===== config.mk =====
export PLATFORM = sky130hd
export DESIGN_NAME = apb_master_bridge
export DESIGN_NICKNAME = d
export VERILOG_FILES = /design/src/rtl/apb_master_bridge.sv
export SDC_FILE = /design/constraint.sdc
export NUM_CORES = 1
export LEC_CHECK = 0
export ABC_CLOCK_PERIOD_IN_PS = 5800
export BUFFER_PORTS_ARGS = -buffer_cell sky130_fd_sc_hd__buf_4
export CAP_MARGIN = 20
export CELL_PAD_IN_SITES_DETAIL_PLACEMENT = 0
export CELL_PAD_IN_SITES_GLOBAL_PLACEMENT = 1
export CORE_MARGIN = 10
export CORE_UTILIZATION = 37
export DETAILED_ROUTE_END_ITERATION = 12
export HOLD_SLACK_MARGIN = 0.06
export PLACE_DENSITY = 0.95
export SYNTH_ARGS = -nofsm -noshare
export SYNTH_HDL_FRONTEND = slang
export SYNTH_SLANG_ARGS = --single-unit
export TNS_END_PERCENT = 5

===== constraint.sdc =====
create_clock -name PCLK -period 5.8 [get_ports PCLK]
set_input_delay 1.16 -clock PCLK [delete_from_list [all_inputs] [get_ports PCLK]]
set_output_delay 1.16 -clock PCLK [all_outputs]
set_load 0.05 [all_outputs]

===== src/rtl/apb_master_bridge.sv =====
// apb_master_bridge: single-outstanding host request -> APB SETUP/ACCESS initiator.
// Decodes the slave slot from addr[15:12] within a 64 KiB window at BASE_ADDR,
// waits on the selected PREADY with a bounded timeout, and returns rdata/err
// with a one-cycle done pulse. All outputs are registered.
//
// Ports:
//   PCLK, PRESET          clock (rising edge), asynchronous active-low reset
//   req, write, addr,     host request; sampled only when idle
//   wdata
//   busy                  high from the cycle after acceptance until done
//   done, rdata, err      one-cycle completion pulse with read data / error flag
//   PADDR, PWRITE, PWDATA APB address, direction, write data (latched request)
//   PSEL, PENABLE         one-hot slave select, APB enable
//   PRDATA, PREADY        flattened per-slave read data (32 bits/slot), per-slave ready
module apb_master_bridge #(
  parameter int unsigned NUM_SLAVES = 4,
  parameter logic [31:0] BASE_ADDR  = 32'h1000_0000,
  parameter int unsigned TIMEOUT    = 16
) (
  input  logic                       PCLK,
  input  logic                       PRESET,
  input  logic                       req,
  input  logic                       write,
  input  logic [31:0]                addr,
  input  logic [31:0]                wdata,
  output logic                       busy,
  output logic                       done,
  output logic [31:0]                rdata,
  output logic                       err,
  output logic [31:0]                PADDR,
  output logic                       PWRITE,
  output logic [NUM_SLAVES-1:0]      PSEL,
  output logic                       PENABLE,
  output logic [31:0]                PWDATA,
  input  logic [32*NUM_SLAVES-1:0]   PRDATA,
  input  logic [NUM_SLAVES-1:0]      PREADY
);

  localparam int unsigned CntW = $clog2(TIMEOUT);
  localparam logic [CntW-1:0] CntMax = CntW'(TIMEOUT - 1);

  typedef enum logic [1:0] {StIdle, StSetup, StAccess, StResp} state_e;

  state_e          state_q;
  logic [CntW-1:0] cnt_q;
  logic [3:0]      idx_q;
  logic            dec_err_q;

  logic [3:0]            dec_idx;
  logic                  mapped;
  logic [NUM_SLAVES-1:0] dec_sel;
  logic                  sel_ready;
  logic [31:0]           sel_rdata;

  assign dec_idx = addr[15:12];
  assign mapped  = (addr[31:16] == BASE_ADDR[31:16]) && ({28'd0, dec_idx} < NUM_SLAVES);

  always_comb begin
    dec_sel = '0;
    for (int i = 0; i < NUM_SLAVES; i++) begin
      dec_sel[i] = mapped && (dec_idx == 4'(i));
    end
  end

  // Only the latched slot's ready/data are ever looked at.
  always_comb begin
    sel_ready = 1'b0;
    sel_rdata = '0;
    for (int i = 0; i < NUM_SLAVES; i++) begin
      if (idx_q == 4'(i)) begin
        sel_ready = PREADY[i];
        sel_rdata = PRDATA[32*i +: 32];
      end
    end
  end

  always_ff @(posedge PCLK or negedge PRESET) begin
    if (!PRESET) begin
      state_q   <= StIdle;
      cnt_q     <= '0;
      idx_q     <= '0;
      dec_err_q <= 1'b0;
      busy      <= 1'b0;
      done      <= 1'b0;
      rdata     <= '0;
      err       <= 1'b0;
      PADDR     <= '0;
      PWRITE    <= 1'b0;
      PSEL      <= '0;
      PENABLE   <= 1'b0;
      PWDATA    <= '0;
    end else begin
      done <= 1'b0;
      unique case (state_q)
        StIdle: begin
          if (req) begin
            PADDR  <= addr;
            PWRITE <= write;
            PWDATA <= wdata;
            idx_q  <= dec_idx;
            busy   <= 1'b1;
            if (mapped) begin
              PSEL    <= dec_sel;
              state_q <= StSetup;
            end else begin
              // Decode error: no bus activity, complete from RESP.
              err       <= 1'b1;
              rdata     <= '0;
              dec_err_q <= 1'b1;
              state_q   <= StResp;
            end
          end
        end
        StSetup: begin
          PENABLE <= 1'b1;
          state_q <= StAccess;
        end
        StAccess: begin
          if (sel_ready) begin
            PSEL    <= '0;
            PENABLE <= 1'b0;
            rdata   <= PWRITE ? 32'd0 : sel_rdata;
            err     <= 1'b0;
            done    <= 1'b1;
            busy    <= 1'b0;
            cnt_q   <= '0;
            state_q <= StResp;
          end else if (cnt_q == CntMax) begin
            PSEL    <= '0;
            PENABLE <= 1'b0;
            rdata   <= '0;
            err     <= 1'b1;
            done    <= 1'b1;
            busy    <= 1'b0;
            cnt_q   <= '0;
            state_q <= StResp;
          end else begin
            cnt_q <= cnt_q + CntW'(1);
          end
        end
        StResp: begin
          cnt_q <= '0;
          if (dec_err_q) begin
            // Decode errors hold busy for one cycle before done, so the host
            // always sees busy before the completion pulse.
            dec_err_q <= 1'b0;
            err       <= 1'b1;
            rdata     <= '0;
            done      <= 1'b1;
            busy      <= 1'b0;
          end else begin
            state_q <= StIdle;
          end
        end
        default: state_q <= StIdle;
      endcase
    end
  end

endmodule


======== Yosys cells after proc, flatten, opt, wreduce, memory -nomap -nowiden ========
Cells that the tools add are included.
storage, ports and cells
  bits in registers ....................... 116
  bits of input ports ..................... 200
  output and inout port bits .............. 105
  logic and storage cells ................. 98
cells by class
  add/subtract/negate cells ............... 1
  order comparisons ....................... 1
  equality and inequality tests ........... 17
  muxes and demuxes ....................... 46
  reductions and logical operators ........ 20
operator list
  cell                                                                      number
  32-bit two-way mux                                                        10
  32-bit one-hot mux with 3 select lines                                    1
  4-bit two-way mux                                                         6
  16-bit by 13-bit equality test with 1-bit output (second input constant)  1
  4-bit by 2-bit equality test with 1-bit output (second input constant)    4
  1-bit two-way mux                                                         16
  4-bit one-hot mux with 2 select lines                                     2
  2-bit two-way mux                                                         5
  2-bit inequality test (second input constant)                             5
  4-bit by 1-bit equality test with 1-bit output (second input constant)    2
  4-bit zero test                                                           2
  2-bit one-hot mux with 4 select lines                                     1
  4-bit AND reduction                                                       2
  2-bit nonzero test                                                        4
  1-bit one-hot mux with 2 select lines                                     3
  1-bit one-hot mux with 3 select lines                                     2
  3-bit AND reduction                                                       2
  1-bit logical AND                                                         5
  5-bit AND reduction                                                       1
  4-bit by 1-bit adder with 4-bit output (second input constant)            1
  2-bit equality test (second input constant)                               2
  4-bit equality test (second input constant)                               1
  4-bit by 3-bit < comparator with 1-bit output (second input constant)     1
  2-bit AND reduction                                                       2
  4 further kinds                                                           4

======== Logic depth before layout (Yosys ltp) ========
  word-level depth ........................ 8
  mapped depth ............................ 9
  depth with buffers taken out ............ 6

======== Worst setup path after synthesis ========
Ideal clock, no wire load.
  path kind ............................... input to register
  from .................................... input addr[31]
  to ...................................... register rdata[0]
  library setup time ...................... 0.125 ns
  arrival time ............................ 2.859 ns
  required time ........................... 5.675 ns
  slack ................................... 2.816 ns
  stages .................................. 7
  path buffers ............................ 2
  cell sequence ........................... or4_1 > nor4_2 > nand3_1 > and4bb_1 > buf_6 > buf_12 > mux2_4
between the ends
  cells in the longest elaborated chain, start to end .. 4
ends and longest elaborated chain
  item                                              line  RTL
  start: declaration                                24    input logic [31:0] addr,
  16-bit by 13-bit equality test with 1-bit output  56    assign mapped = (addr[31:16] == BASE_ADDR[31:16]) && ({28'd0, dec_idx} < NUM_SLAVES);
  1-bit logical AND                                 56
  2-bit inequality test (no line)                   -
  5-bit AND reduction (no line)                     -
  end signal: assignment                            122   rdata <= PWRITE ? 32'd0 : sel_rdata;
  end: declaration                                  28    output logic [31:0] rdata,
No other way between the ends.
A chain may end at the register's enable or synchronous reset.

======== Worst setup path after layout ========
  from .................................... input addr[31]
  to ...................................... register rdata[26]
The elaborated chain is that of the path after synthesis.

==> impl_results.html <==
<table>
<tr><th>Metric</th><th>Value</th></tr>
<tr><th colspan="2">Status</th></tr>
<tr><td>Outcome</td><td>finished clean</td></tr>
<tr><th colspan="2">Setup path</th></tr>
<tr><td>Reg2reg end</td><td>rdata[17]</td></tr>
<tr><td>Slowest stage delay, CP</td><td>0.58 ns</td></tr>
<tr><td>Worst Path Arrival</td><td>3.44 ns</td></tr>
<tr><td>Setup crit start kind</td><td>primary input</td></tr>
<tr><td>Source of the worst register-to-register timing path</td><td>PADDR[15]</td></tr>
<tr><td>Number of cell instances on the worst register-to-register path</td><td>6</td></tr>
<tr><td>Largest driver fanout on the critical path</td><td>33</td></tr>
<tr><td>Worst reg-to-reg setup slack</td><td>2.86 ns</td></tr>
<tr><td>Required @ worst endpoint</td><td>6.03 ns</td></tr>
<tr><td>Slowest cell on the critical path</td><td>sky130_fd_sc_hd__or4_1</td></tr>
<tr><td>Start-to-end type of the worst setup path</td><td>in2reg</td></tr>
<tr><td>Cell Chain, Critical Path</td><td>buf_4, or4_1, nor4_2, nand3_1, and4bb_2, buf_4, mux2_4</td></tr>
<tr><td>Library cell appearing most often on the critical path</td><td>sky130_fd_sc_hd__buf_4</td></tr>
<tr><td>Critical path capture point type</td><td>flop</td></tr>
<tr><th colspan="2">Floorplanning</th></tr>
<tr><td>Core area</td><td>15200 um2</td></tr>
<tr><td>Die footprint</td><td>20900 um2</td></tr>
<tr><td>Top Ports</td><td>305</td></tr>
<tr><td>Effective utilization at floorplan</td><td>0.378</td></tr>
<tr><td>Number of placement rows</td><td>45</td></tr>
<tr><td>Die width</td><td>145 um</td></tr>
<tr><td>Die Span Y</td><td>145 um</td></tr>
<tr><th colspan="2">Route</th></tr>
<tr><td>Max Used Layer</td><td>met4</td></tr>
<tr><td>DRT Pass-1 Iters</td><td>4</td></tr>
<tr><td>Number of DRC markers in iteration 0</td><td>170</td></tr>
<tr><td>DRC</td><td>0</td></tr>
<tr><td>Average routed wire per standard cell</td><td>20.9 um</td></tr>
<tr><td>Final wirelength</td><td>19.4 mm</td></tr>
<tr><td>Met2 routed WL</td><td>9.49 mm</td></tr>
<tr><td>Vias after detailed routing</td><td>4781</td></tr>
<tr><td>Routed length on met1</td><td>7.21 mm</td></tr>
<tr><td>Wire length on met3</td><td>2.39 mm</td></tr>
<tr><td>Detailed-route vias per instance</td><td>5.16</td></tr>
<tr><td>Post-DRT Antenna Nets</td><td>0</td></tr>
<tr><th colspan="2">Clock network</th></tr>
<tr><td>Clock-pin slew on the worst setup and hold paths</td><td>0.08 ns</td></tr>
<tr><td>TritonCTS clock tree</td><td>yes</td></tr>
<tr><td>Worst-Skew Late Latency</td><td>0.35 ns</td></tr>
<tr><td>Master cell of the clock root buffer</td><td>sky130_fd_sc_hd__clkbuf_16</td></tr>
<tr><td>Total CTS buffers</td><td>9</td></tr>
<tr><td>Total setup buffers inserted after CTS</td><td>0</td></tr>
<tr><td>Sinks on the clock net</td><td>112</td></tr>
<tr><td>CTS max path bufs</td><td>2</td></tr>
<tr><td>CTS H-tree lvls</td><td>3</td></tr>
<tr><td>Hold Buf Count CTS</td><td>0</td></tr>
<tr><td>Post_cts resized</td><td>0</td></tr>
<tr><th colspan="2">Place</th></tr>
<tr><td>Setup slack after placement</td><td>2.15 ns</td></tr>
<tr><td>Final Wtd Congestion</td><td>0.853</td></tr>
<tr><td>DP Wirelength</td><td>15.3 mm</td></tr>
<tr><td>Dpl cells</td><td>910</td></tr>
<tr><td>Port bufs</td><td>304</td></tr>
<tr><th colspan="2">Synthesis</th></tr>
<tr><td>Count of cell types in the netlist</td><td>42</td></tr>
<tr><td>Most common flop cell mapped by yosys</td><td>sky130_fd_sc_hd__dfrtp_1</td></tr>
<tr><td>Share of flip-flops with an asynchronous set or reset</td><td>1.00</td></tr>
<tr><td>Sequential-to-total area share from yosys stat</td><td>0.488</td></tr>
<tr><td>Fraction of post-synthesis cell area in the top cell type by area</td><td>0.488</td></tr>
<tr><td>Cell Area, Synth</td><td>5750 um2</td></tr>
<tr><td>Count of flip-flops with a built-in enable after synthesis</td><td>0</td></tr>
<tr><td>Mean cell area of the mapped netlist</td><td>12.9 um2</td></tr>
<tr><td>Cell type contributing the most total cell area after synthesis</td><td>sky130_fd_sc_hd__dfrtp_1</td></tr>
<tr><td>Number of register bits inferred by synthesis</td><td>112</td></tr>
<tr><td>Synth area leaders</td><td>sky130_fd_sc_hd__dfrtp_1 49%, sky130_fd_sc_hd__mux2_2 9.8%, sky130_fd_sc_hd__mux2_4 7.6%, sky130_fd_sc_hd__a211oi_1 7.4%, sky130_fd_sc_hd__mux2i_1 7.3%</td></tr>
<tr><td>Post-synthesis cell count</td><td>446</td></tr>
<tr><td>Warning count from the yosys run</td><td>0</td></tr>
<tr><td>Post-Synthesis Net Count</td><td>651</td></tr>
<tr><th colspan="2">Timing</th></tr>
<tr><td>Final Cycle Share</td><td>0.553</td></tr>
<tr><td>Number of failing hold endpoints at the final stage</td><td>0</td></tr>
<tr><td>Final setup violation count</td><td>0</td></tr>
<tr><td>Time the final worst path needs with I/O delays and setup</td><td>3.21 ns</td></tr>
<tr><td>F_max</td><td>312 MHz</td></tr>
<tr><td>Max_slew headroom</td><td>0.311</td></tr>
<tr><td>Final setup skew</td><td>0.0108 ns</td></tr>
<tr><td>Setup Total Neg Slack</td><td>0 ns</td></tr>
<tr><td>Final critical-path setup slack</td><td>2.59 ns</td></tr>
<tr><td>RSZ-0062 raised after global routing</td><td>no</td></tr>
<tr><td>Slew at the pin with the worst max-slew slack</td><td>1.03 ns</td></tr>
<tr><td>Final hold slack</td><td>0.497 ns</td></tr>
<tr><td>Final-report max-slew violation count</td><td>0</td></tr>
<tr><th colspan="2">Power</th></tr>
<tr><td>Peak supply drop</td><td>0.410 mV</td></tr>
<tr><td>Areal power density over the cells</td><td>584 nW/um2</td></tr>
<tr><td>Leakage Power</td><td>0.00418 uW</td></tr>
<tr><th colspan="2">Job</th></tr>
<tr><td># Max-Cap Violations</td><td>0</td></tr>
<tr><th colspan="2">Worst hold path</th></tr>
<tr><td>Min-Delay Path Depth</td><td>1</td></tr>
<tr><td>Terminating pin of the worst hold path</td><td>PWDATA[20]</td></tr>
<tr><td>Type of the worst min-delay path</td><td>reg2reg</td></tr>
<tr><td>Hold path start</td><td>PWDATA[20]</td></tr>
<tr><th colspan="2">Cells and area</th></tr>
<tr><td>Share of post-route cells with drive strength above 1</td><td>0.560</td></tr>
<tr><td>Number of standard cells in the layout, taps in and fillers out</td><td>927</td></tr>
<tr><td>Area overhead of the layout relative to synthesis</td><td>47.1%</td></tr>
<tr><td>Number of antenna cells inserted</td><td>0</td></tr>
<tr><td>Number of nets in the layout</td><td>939</td></tr>
<tr><td>Filler Cell Count</td><td>1271</td></tr>
<tr><th colspan="2">Global route</th></tr>
<tr><td>Largest net degree at the start of global routing</td><td>88</td></tr>
<tr><td>Antenna violations before repair</td><td>0</td></tr>
<tr><td>Number of global-route vias before repair</td><td>5353</td></tr>
<tr><td>Gr ovfl total</td><td>0</td></tr>
<tr><td>Total Routing Usage GR</td><td>0.176</td></tr>
<tr><td>Global-route wire length before repair</td><td>28.8 mm</td></tr>
</table>
==> critical path: cells and delay by family <==
kind | cells | cell delay, ns
AND/OR/NAND/NOR | 4 | 1.45
buffers and inverters | 2 | 0.40
multiplexers | 1 | 0.38
==> sequential cells by signal, summed over array words and instances, names as in the netlist <==
| name | cells |
|---|---|
| PWDATA | 32 |
| done | 1 |
| rdata | 32 |
| PWRITE | 1 |
| state_q | 2 |
| err | 1 |
| dec_err_q | 1 |
| cnt_q | 4 |
| PSEL | 4 |
| busy | 1 |
| PENABLE | 1 |
| PADDR | 32 |
==> worst max-delay path by stage <==
stage | start | end | slack, ns
final | addr[31] | rdata[26] | 2.59
after global routing | addr[31] | rdata[17] | 2.48
after CTS | addr[31] | rdata[17] | 2.53
after detailed placement | addr[31] | rdata[16] | 2.15
after global placement | addr[31] | rdata[17] | 2.25
after floorplan | addr[31] | rdata[0] | 2.82
==> cell families (layout without fill, tap and decap cells) <==
kind of cell | count (synthesis) | count (layout) | synth area share
buffers and inverters | 38 | 331 | 0.0368
and+or+nand+nor | 73 | 73 | 0.0744
muxes | 143 | 143 | 0.290
adders and majority gates | 5 | 5 | 0.0109
AOI/OAI and AO/OA | 75 | 75 | 0.100
DFF | 112 | 112 | 0.488
==> placed cells by master, fill, tap and decap left out, drive strengths merged, types with 5 or more instances in the layout <==
cell and n:
buf 311, dfrtp 112, mux2 101, a211oi 57, mux2i 42, nor2b 30
nor2 12, nand2 10, clkbuf 10, inv 6, nand3 5, ha 5
o22a 5
==> power by group <==
group / internal, uW / total [uW] / switching [uW]
Combinational: 1090 / 3010 / 1920
Clock: 315 / 622 / 308
Sequential: 1100 / 1310 / 207
==> metrics by stage <==
step                power [uW]  cell area, um2   util
floorplan                 3510            5750      -
global placement          4270            8130  0.534
detailed placement        4350            8130  0.534
CTS                       4990            8430  0.554
global route              5200            8450  0.556
finish                    4940            8450  0.556
==> synth_stat cells, types with 2 or more instances <==
cell                       instances
sky130_fd_sc_hd__or3_1             2
sky130_fd_sc_hd__o22a_1            4
sky130_fd_sc_hd__buf_1             2
sky130_fd_sc_hd__mux2_4           29
sky130_fd_sc_hd__mux2_2           50
sky130_fd_sc_hd__mux2_1           22
sky130_fd_sc_hd__a22oi_1           2
sky130_fd_sc_hd__nand3_1           5
sky130_fd_sc_hd__o41ai_1           2
sky130_fd_sc_hd__buf_12            3
sky130_fd_sc_hd__mux2i_1          42
sky130_fd_sc_hd__buf_6             2
sky130_fd_sc_hd__nor4b_1           2
sky130_fd_sc_hd__buf_2             4
sky130_fd_sc_hd__clkbuf_1         23
sky130_fd_sc_hd__dfrtp_1         112
sky130_fd_sc_hd__inv_1             4
sky130_fd_sc_hd__nor2b_1          30
sky130_fd_sc_hd__a211oi_1         57
sky130_fd_sc_hd__nor4_1            2
sky130_fd_sc_hd__ha_1              5
sky130_fd_sc_hd__nand2_1          10
sky130_fd_sc_hd__or4_1             2
sky130_fd_sc_hd__nor2_1           12
==> routing by layer <==
layer	track usage	vias to the layer above
met5	0	-
met4	0.0473	0
met3	0.0843	22
met2	0.306	230
met1	0.186	2300
li1	-	2229
==> final cells by class <==
type | count | area, um2 | area share
Clock buffer | 10 | 239 | 0.0283
Clock inverter | 6 | 62.6 | 0.00740
Inverter | 4 | 15.0 | 0.00178
Multi-Input combinational cell | 296 | 2740 | 0.324
Sequential cell | 112 | 2810 | 0.332
Tap cell | 188 | 235 | 0.0278
Timing Repair Buffer | 311 | 2350 | 0.279
No activity file was read; power rests on OpenSTA's default activity.
